==> src/rtl/rd_dst_tracker_pkg.sv <==
// Shared switch package for the read-destination tracker.
// Holds the default field widths, the packed command-payload layout and a
// helper that computes the flat command-payload width for any width choice.
// The command payload is laid out LSB-first as {msg, dstPort, drop}:
//   drop    : bit 0
//   dstPort : bits [DST_W:1]
//   msg     : bits [ADDR_W+4+DST_W:DST_W+1]
// ADDR_LENTH and DATA_WIDTH are normally supplied by the wider codebase; they
// fall back to local defaults so this slice elaborates on its own.

`ifndef ADDR_LENTH
`define ADDR_LENTH 16
`endif

`ifndef DATA_WIDTH
`define DATA_WIDTH 32
`endif

package rd_dst_tracker_pkg;

    localparam int RD_DST_W  = 4;
    localparam int RD_ADDR_W = `ADDR_LENTH;
    localparam int RD_DATA_W = `DATA_WIDTH;
    localparam int RD_MSG_W  = RD_ADDR_W + 4;

    typedef struct packed {
        logic [RD_MSG_W-1:0] msg;
        logic [RD_DST_W-1:0] dstPort;
        logic                drop;
    } rdCmdPld_t;

    localparam int RD_CMD_PLD_W = $bits(rdCmdPld_t);

    // Flat command-payload width for non-default parameterisations.
    function automatic int cmdPldW(input int addrW, input int dstW);
        return addrW + 4 + dstW + 1;
    endfunction

endpackage

==> src/rtl/rd_dst_fifo.sv <==
// Destination FIFO for the read-destination tracker.
// DEPTH entries of DST_W bits, wrapping read/write pointers, occupancy count
// 0..DEPTH. The head entry is presented combinationally from the storage, so
// a freshly pushed entry into an empty FIFO becomes visible one cycle later.
// Ports:
//   iClk, iRst_n      : clock, asynchronous active-low reset
//   iPush, iPushDst   : write one destination (caller guarantees !oFull)
//   iPop              : drop the head entry (caller guarantees !oEmpty)
//   oHead             : current head destination
//   oFull, oEmpty     : occupancy flags
//   oCount            : number of stored entries

module rd_dst_fifo #(
    parameter  int DST_W = 4,
    parameter  int DEPTH = 4,
    localparam int PTR_W = $clog2(DEPTH),
    localparam int CNT_W = PTR_W + 1
) (
    input  logic             iClk,
    input  logic             iRst_n,
    input  logic             iPush,
    input  logic [DST_W-1:0] iPushDst,
    input  logic             iPop,
    output logic [DST_W-1:0] oHead,
    output logic             oFull,
    output logic             oEmpty,
    output logic [CNT_W-1:0] oCount
);

    logic [DST_W-1:0] mem [DEPTH];
    logic [PTR_W-1:0] wrPtr;
    logic [PTR_W-1:0] rdPtr;
    logic [CNT_W-1:0] count;
    logic [CNT_W-1:0] countNext;

    always_comb begin
        countNext = count;
        case ({iPush, iPop})
            2'b10:   countNext = count + CNT_W'(1);
            2'b01:   countNext = count - CNT_W'(1);
            default: countNext = count;   // idle, or push+pop cancel out
        endcase
    end

    // DEPTH is a power of two, so the pointers wrap by plain overflow.
    always_ff @(posedge iClk or negedge iRst_n) begin
        if (!iRst_n) begin
            wrPtr <= '0;
            rdPtr <= '0;
            count <= '0;
        end else begin
            if (iPush) wrPtr <= wrPtr + PTR_W'(1);
            if (iPop)  rdPtr <= rdPtr + PTR_W'(1);
            count <= countNext;
        end
    end

    // Contents are cleared on reset so the idle head reads as destination 0.
    always_ff @(posedge iClk or negedge iRst_n) begin
        if (!iRst_n) begin
            for (int i = 0; i < DEPTH; i++) mem[i] <= '0;
        end else if (iPush) begin
            mem[wrPtr] <= iPushDst;
        end
    end

    assign oHead  = mem[rdPtr];
    assign oFull  = (count == CNT_W'(DEPTH));
    assign oEmpty = (count == '0);
    assign oCount = count;

endmodule

==> src/rtl/rd_dst_tracker.sv <==
// Read-destination tracker.
// Commands heading to the memory side carry a destination port; read data
// coming back does not. Each non-dropped command pushes its destination into
// an in-order FIFO, and every returning burst is tagged with the head
// destination, which is retired on the burst's last beat. Payloads pass
// straight through with no added latency.
// Optional feature (macro RD_DST_ORPHAN_DROP_EN): data arriving while nothing
// is outstanding is swallowed and flagged on a sticky oOrphanErr output;
// without the macro such data simply stalls and the flag port does not exist.
// Ports:
//   iClk, iRst_n                         : clock, asynchronous active-low reset
//   iRdCmdIn{Vld,Pld} / oRdCmdInRdy      : command in  {msg, dstPort, drop}
//   oRdCmdOut{Vld,Pld,Dst} / iRdCmdOutRdy: command out to memory side
//   iRdDataIn{Vld,Pld} / oRdDataInRdy    : read data in {data, last}
//   oRdDataOut{Vld,Pld,Dst}/iRdDataOutRdy: read data out with tracked Dst
//   oOrphanErr                           : sticky orphan flag (macro only)
//   oOcc                                 : outstanding tracked commands

module rd_dst_tracker
    import rd_dst_tracker_pkg::*;
#(
    parameter  int DST_W  = RD_DST_W,
    parameter  int ADDR_W = RD_ADDR_W,
    parameter  int DATA_W = RD_DATA_W,
    parameter  int DEPTH  = 4,
    localparam int CMD_W  = cmdPldW(ADDR_W, DST_W),
    localparam int CNT_W  = $clog2(DEPTH) + 1
) (
    input  logic              iClk,
    input  logic              iRst_n,

    input  logic              iRdCmdInVld,
    input  logic [CMD_W-1:0]  iRdCmdInPld,
    output logic              oRdCmdInRdy,

    output logic              oRdCmdOutVld,
    output logic [CMD_W-1:0]  oRdCmdOutPld,
    output logic [DST_W-1:0]  oRdCmdOutDst,
    input  logic              iRdCmdOutRdy,

    input  logic              iRdDataInVld,
    input  logic [DATA_W:0]   iRdDataInPld,
    output logic              oRdDataInRdy,

    output logic              oRdDataOutVld,
    output logic [DATA_W:0]   oRdDataOutPld,
    output logic [DST_W-1:0]  oRdDataOutDst,
    input  logic              iRdDataOutRdy,

`ifdef RD_DST_ORPHAN_DROP_EN
    output logic              oOrphanErr,
`endif
    output logic [CNT_W-1:0]  oOcc
);

    logic             cmdDrop;
    logic [DST_W-1:0] cmdDst;
    logic             dataLast;
    logic             fifoFull;
    logic             fifoEmpty;
    logic [DST_W-1:0] fifoHead;
    logic             fifoPush;
    logic             fifoPop;

    assign cmdDrop  = iRdCmdInPld[0];
    assign cmdDst   = iRdCmdInPld[DST_W:1];
    assign dataLast = iRdDataInPld[0];

    // Command side: gated only by the registered full flag, so a pop in the
    // same cycle cannot combinationally open the command path. Dropped
    // commands are gated identically even though they never push.
    assign oRdCmdOutVld = iRdCmdInVld & ~fifoFull;
    assign oRdCmdInRdy  = iRdCmdOutRdy & ~fifoFull;
    assign oRdCmdOutPld = iRdCmdInPld;
    assign oRdCmdOutDst = cmdDst;
    assign fifoPush     = iRdCmdInVld & iRdCmdOutRdy & ~fifoFull & ~cmdDrop;

    // Data side: forward only while a destination is outstanding.
    assign oRdDataOutVld = iRdDataInVld & ~fifoEmpty;
    assign oRdDataOutPld = iRdDataInPld;
    assign oRdDataOutDst = fifoHead;
    assign fifoPop       = iRdDataInVld & iRdDataOutRdy & ~fifoEmpty & dataLast;

`ifdef RD_DST_ORPHAN_DROP_EN
    // Orphan beats are accepted and discarded rather than stalling the
    // return path; the event is remembered until reset.
    assign oRdDataInRdy = fifoEmpty ? 1'b1 : iRdDataOutRdy;

    always_ff @(posedge iClk or negedge iRst_n) begin
        if (!iRst_n) begin
            oOrphanErr <= 1'b0;
        end else if (iRdDataInVld && fifoEmpty) begin
            oOrphanErr <= 1'b1;
        end
    end
`else
    assign oRdDataInRdy = iRdDataOutRdy & ~fifoEmpty;
`endif

    rd_dst_fifo #(
        .DST_W (DST_W),
        .DEPTH (DEPTH)
    ) uDstFifo (
        .iClk     (iClk),
        .iRst_n   (iRst_n),
        .iPush    (fifoPush),
        .iPushDst (cmdDst),
        .iPop     (fifoPop),
        .oHead    (fifoHead),
        .oFull    (fifoFull),
        .oEmpty   (fifoEmpty),
        .oCount   (oOcc)
    );

endmodule

==> config.mk <==
export PLATFORM = sky130hd
export DESIGN_NAME = rd_dst_tracker
export DESIGN_NICKNAME = d
export VERILOG_FILES = /design/src/rtl/rd_dst_tracker_pkg.sv /design/src/rtl/rd_dst_fifo.sv /design/src/rtl/rd_dst_tracker.sv
export SDC_FILE = /design/constraint.sdc
export NUM_CORES = 1
export LEC_CHECK = 0
export BUFFER_PORTS_ARGS = -buffer_cell sky130_fd_sc_hd__buf_4
export CAP_MARGIN = 40
export CORE_ASPECT_RATIO = 0.5
export CORE_MARGIN = 8
export CORE_UTILIZATION = 35
export CTS_CLUSTER_DIAMETER = 30
export DETAILED_ROUTE_END_ITERATION = 16
export GPL_TIMING_DRIVEN = 1
export PLACE_DENSITY = 0.77
export SYNTH_ARGS = -nofsm -noshare
export SYNTH_HDL_FRONTEND = slang
export SYNTH_SLANG_ARGS = --single-unit
==> constraint.sdc <==
create_clock -name iClk -period 4.1 [get_ports iClk]
set_input_delay 0.41 -clock iClk [delete_from_list [all_inputs] [get_ports iClk]]
set_output_delay 0.41 -clock iClk [all_outputs]
set_load 0.05 [all_outputs]
==> results.md, run 1 <==
* Static Leak at 0.720 nW
* Total gr overflow at 0
* DR WL/cell at 16.4 µm
* First-pass GRT wire length at 4690 µm
* Comb power frac at 53.8%
* Post-Synthesis Cells at 142
* Unique masters post-synth at 22
* Post-synthesis average cell area at 11.8 µm²
* Bufs on Longest Clock Path at 2
* DRT iter0 DRCs at 32
* Slowest stage cell, crit path: nor3b_4
* Most frequent cell after synthesis: buf_4
* H-tree depth at 1
* Clk slew on worst S/H paths at 0.08 ns
* Number of cell rows at 17
* Peak supply drop at 0.259 mV
* Top cells by area, synth: dfrtp_1, buf_4, mux2_1
* # IOs at 137
* DRC violations left at 0
* PnR worst setup slack at 1.79 ns
* # port buffers at 32
* Post-synth top cells: buf_4, dfrtp_1, mux2_1
* Vias in the first global route at 879
* Routed WL at 2960 µm
* Setup_tns at 0 ns
* Fin nets at 186
* WP data required at 4.28 ns
* Post-CTS setup repair buffer count at 0
* Clock Sinks at 23
* Crit. End Element: flip-flop
* Worst hold path type: primary input to asynchronous set/reset pin
* Tmin final at 2.31 ns
* Die width at 114 µm
* Die area at 0.00741 mm²
* Syn Std Cell Area at 0.00168 mm²
* Arr. time, crit path at 2.49 ns
* P per Cell Area at 775 mW/mm²
* First-pass detailed-route iteration total at 3
* Seq/Total Area, Yosys at 34.3%
* Routed vias/inst at 4.48
* Clock power frac at 11.1%
* Delay-heaviest family, CP: simple AND/OR/NAND/NOR gates
* Initial antenna violation count at 0
* Area share of the largest cell type after synthesis at 34.3%
* Synth Flop Type: dfrtp_1
* Max FO, Critical Path at 7
* Max transition margin at 64.3%
* Pre-CTS setup slack at 1.80 ns
* Clock Skew at 0.00247 ns
* Layout cells sized above 1 at 42.6%
* Final HPWL DP at 2500 µm
* Synthesized Nets at 212
* GRT Util Overall at 7.73%
* Clk_lat worst skew at 0.26 ns
* RSZ-0062 raised after global routing: no
* Largest net degree at the start of global routing at 24
* Synth warn at 0
* Final Setup Violations at 0
* Sw power at 544 µW
* Hold_buf cts at 0
* Cts bufs inserted at 3
* Worst setup SP type: flip-flop
* Switch share at 44.4%
* Share of synthesized flip-flops with an asynchronous set or reset at 100%
* FF+latch count, synth at 23
* Worst Path Buf+Inv at 2
* Post-synth EDFFs at 0
* Util after Layout at 35.0%
* CTS root buf: clkbuf_8
* RePlAce Congestion at 0.714
* Core Area at 0.00451 mm²
* Seq pwr share at 35.1%
* Critical path, cell by cell: nor3b_4, nor3_2, inv_1, ha_1, inv_1, fa_1, xor2_1, nor2_1, xor2_1
* Final Hold Viols at 0
* Total chip power at 1.23 mW
* Slew @ Worst Pin at 0.535 ns
* Max Cap Viol at 0
* Layout area overhead at -5.96%
* Largest area contributor in the netlist: dfrtp_1
* Max Freq at 0.433 GHz
* Internal power at 681 µW
* Fillers at 445
* Fin crit share at 56.4%
* Post-CTS sizing at 0
* Starting Density at 37.3%
* Final-report max-slew violation count at 0
* Diode count at 0
* Critical path type: flip-flop to flip-flop
* Max incr delay on CP at 0.50 ns
* CTS tree: done
* Die height at 65.0 µm
* Vias at 810
* Status: finished, final reports clean
* Post-route ant nets at 0
[state kept, by name, summed over array words and instances (netlist names)]
name / cells
uDstFifo.mem: 16
uDstFifo.wrPtr: 2
uDstFifo.rdPtr: 2
uDstFifo.oCount: 3
[cell usage in the layout, fill, tap and decap left out, drive strengths merged]
cell type	count
nand2	1
mux4	4
clkbuf	3
nor3	2
nor4b	4
xor2	4
mux2i	1
dfrtp	23
and2b	2
clkinv	1
mux2	17
nand3	1
inv	6
xnor2	2
nor2b	2
fa	1
buf	32
nor2	2
ha	5
nor3b	2
[power by group through the flow]
stage / Combinational (mW) / Sequential, mW / Clock (mW)
CTS: 0.671 / 0.431 / 0.141
detailed placement: 0.670 / 0.437 / 0
global route: 0.700 / 0.446 / 0.152
floorplan: 0.611 / 0.453 / 0
global placement: 0.659 / 0.429 / 0
finish: 0.659 / 0.430 / 0.136
[per-layer routing]
metal / up-vias / wire (µm) / GRT usage, %
met5: - / 0 / 0
met4: 0 / 169 / 6.24
met3: 36 / 342 / 2.86
met2: 55 / 1520 / 13.6
met1: 369 / 929 / 7.35
li1: 350 / - / -
[area by class of cell]
class,count,area [µm²],share of cell area [%]
inverter,6,22.5,1.43
multi-input combinational,50,613,38.8
timing repair buffer,32,240,15.2
clock inverter,1,5.00,0.317
tap,66,82.6,5.23
clock buffer,3,41.3,2.61
sequential,23,576,36.4
[cell families (layout without fill, tap and decap cells)]
group                      Yosys count  after routing  share of synthesized area [%]
adders and majority gates            6              6                           4.91
buffers and inverters               69             42                           29.3
and+or+nand+nor                     16             16                           10.9
DFF                                 23             23                           34.3
muxes                               22             22                           17.6
xor gates and xnor gates             6              6                           3.13
[stage by stage]
stage	std cells	hold WS (ns)	cell area (µm²)
after CTS	181	0.0296	1580
final	181	0.0239	1580
after detailed placement	177	0.316	1530
after floorplan	142	0.114	1680
after global placement	177	0.314	1530
after global routing	181	0.0309	1580
[worst paths after layout]
path / from / endpoint / slack [ns] / cells after the start
worst min-delay path: iRst_n / uDstFifo.mem[15] / 0.02 / 1
min in group iClk: iRdCmdInPld[3] / uDstFifo.mem[10] / 0.41 / 2
worst max-delay path: uDstFifo.oCount[0] / uDstFifo.oCount[2] / 1.79 / 9
worst min register to register: uDstFifo.mem[6] / uDstFifo.mem[6] / 0.48 / 1
worst max register to register: uDstFifo.oCount[0] / uDstFifo.oCount[2] / 1.79 / 9
max in group asynchronous: iRst_n / uDstFifo.mem[13] / 3.86 / 1
Power figures use the tool's default switching activity.
==> inputs of run 2 (changes only) <==
--- a/config.mk
+++ b/config.mk
@@ -13,7 +13,7 @@
 export CTS_CLUSTER_DIAMETER = 30
 export DETAILED_ROUTE_END_ITERATION = 16
 export GPL_TIMING_DRIVEN = 1
-export PLACE_DENSITY = 0.77
+export PLACE_DENSITY = 0.8
 export SYNTH_ARGS = -nofsm -noshare
 export SYNTH_HDL_FRONTEND = slang
 export SYNTH_SLANG_ARGS = --single-unit
==> constraint.sdc (replaced) <==
create_clock -name iClk -period 2.1 [get_ports iClk]
set_input_delay 0.21 -clock iClk [delete_from_list [all_inputs] [get_ports iClk]]
set_output_delay 0.21 -clock iClk [all_outputs]
set_load 0.05 [all_outputs]
==> run 2 against run 1 <==
Compared with the run above:
- fmax is 21% higher
- hold slack better by 0.19 ns
- core utilization is 1.1 points higher
- power is 100% higher
- final cell count is 2.8% higher
- global-route usage is 0.95 points higher
- critical path type unchanged
- critical endpoint unchanged
==> results.md, run 2 (synthesized netlist as in run 1, its figures left out) <==
* Initial antenna violation count at 0
* First-pass detailed-route iteration total at 3
* WP data required at 2.28 ns
* Reg2reg end: uDstFifo.oCount[2]
* Peak supply drop at 0.529 mV
* Die height at 65.0 µm
* Bufs on Longest Clock Path at 2
* Max Freq at 0.523 GHz
* Reg-to-Reg Start: uDstFifo.oCount[0]
* Worst hold path type: primary input to flip-flop
* Most frequent cells in the layout: buf_4, dfrtp_1, mux2_1
* Arr. time, crit path at 2.09 ns
* Util after Layout at 36.1%
* Max Cap Viol at 0
* Hold depth at 2
* Internal power at 1.36 mW
* DR WL/cell at 17.1 µm
* Sw power at 1.09 mW
* Clock Sinks at 23
* Core Area at 0.00451 mm²
* DRT iter0 DRCs at 43
* GRT Util Overall at 8.67%
* Max FO, Critical Path at 5
* Fillers at 426
* Vias in the first global route at 993
* Clk_lat worst skew at 0.26 ns
* PnR worst setup slack at 0.188 ns
* Vias at 826
* Hold_sp: iRdCmdInPld[1]
* Max transition margin at 71.7%
* Cts bufs inserted at 3
* Setup_tns at 0 ns
* Top reg by flops: uDstFifo.mem
* # port buffers at 32
* Total gr overflow at 0
* Finished Layout Cells at 186
* RePlAce Congestion at 0.729
* Die width at 114 µm
* Tmin final at 1.91 ns
* CTS root buf: clkbuf_8
* Diode count at 0
* Critical path type: flip-flop to flip-flop
* Routed vias/inst at 4.44
* Pre-CTS setup slack at 0.211 ns
* CTS tree: done
* Leading cell type in the layout, fill and taps excluded: buf_4
* Switch share at 44.4%
* Die area at 0.00741 mm²
* Status: finished, final reports clean
* # IOs at 137
* Layout area overhead at -3.05%
* Layout cells sized above 1 at 49.2%
* Static Leak at 0.740 nW
* Worst Reg-to-Reg Cells at 9
* Worst setup SP type: flip-flop
* Final HPWL DP at 2520 µm
* Comb power frac at 54.2%
* First-pass GRT wire length at 5060 µm
* Fin crit share at 91.1%
* Post-CTS sizing at 0
* Post-CTS setup repair buffer count at 0
* Final-report max-slew violation count at 0
* Worst hold slack at 0.209 ns
* Final Cell Area at 0.00163 mm²
* Final Setup Violations at 0
* Max reg flops at 16
* Largest net degree at the start of global routing at 24
* Flop-to-flop setup slack at 0.19 ns
* Crit. End Element: flip-flop
* Max incr delay on CP at 0.46 ns
* P per Cell Area at 1500 mW/mm²
* Fin nets at 191
* Slowest stage cell, crit path: dfrtp_2
* RSZ-0062 raised after global routing: no
* Total chip power at 2.45 mW
* Worst hold path endpoint: uDstFifo.mem[0]
* Post-route ant nets at 0
* Final Hold Viols at 0
* # placed instances at 181
* Starting Density at 37.3%
* DRC violations left at 0
* Number of cell rows at 17
* Clock Skew at 0.00258 ns
* Most frequent CP cell: xor2_1
* H-tree depth at 1
* Seq pwr share at 34.7%
* Clock power frac at 11.1%
* Critical path, cell by cell: nor3b_4, nor3_2, inv_1, ha_2, inv_2, fa_2, xor2_1, nor2_1, xor2_1
* Clk slew on worst S/H paths at 0.08 ns
* Routed WL at 3180 µm
* Placed instance area at 0.00157 mm²
* Slew @ Worst Pin at 0.423 ns
==> run 2: repair_timing <==
item                                    CTS  global route
hold endpoints to repair                 23             0
hold buffers                              1             0
endpoints found under the setup margin    0             0
==> run 2: worst max-delay path by stage <==
| stage | from | endpoint |
|---|---|---|
| CTS | uDstFifo.oCount[0] | uDstFifo.oCount[2] |
| finish | uDstFifo.oCount[0] | uDstFifo.oCount[2] |
| detailed placement | uDstFifo.oCount[0] | uDstFifo.oCount[2] |
| global placement | uDstFifo.oCount[0] | uDstFifo.oCount[2] |
| global route | uDstFifo.oCount[0] | uDstFifo.oCount[2] |
| floorplan | uDstFifo.oCount[2] | uDstFifo.oCount[2] |
==> run 2: power by group through the flow <==
| stage | Sequential [mW] | Combinational (mW) | Clock (mW) |
|---|---|---|---|
| 2_1_floorplan | 0.892 | 1.20 | 0 |
| 3_3_place_gp | 0.843 | 1.31 | 0 |
| 3_5_place_dp | 0.862 | 1.34 | 0 |
| 4_1_cts | 0.852 | 1.34 | 0.285 |
| 5_1_grt | 0.883 | 1.41 | 0.302 |
| 6_report | 0.849 | 1.32 | 0.273 |
==> run 2: final cells by class <==
class / instances / area, µm² / share of cell area [%]
Timing Repair Buffer: 37 / 280 / 17.2
Tap cell: 66 / 82.6 / 5.07
Clock buffer: 3 / 41.3 / 2.53
Clock inverter: 1 / 5.00 / 0.307
Inverter: 6 / 22.5 / 1.38
Sequential cell: 23 / 579 / 35.6
Multi-Input combinational cell: 50 / 618 / 37.9
==> run 2: per-layer routing <==
layer / global-route usage, % / wire (µm) / vias to the layer above
met5: 0 / 0 / -
met4: 9.85 / 314 / 0
met3: 3.14 / 324 / 50
met2: 15.4 / 1580 / 35
met1: 7.29 / 962 / 379
li1: - / - / 362
==> run 2: critical path, delay by kind of cell, from the launching register on <==
family | cells | cell delay (ns)
adder cells (fa/ha/maj) | 2 | 0.52
AND/OR/NAND/NOR | 3 | 0.43
flip-flops | 1 | 0.46
buffers and inverters | 2 | 0.11
XOR/XNOR | 2 | 0.31
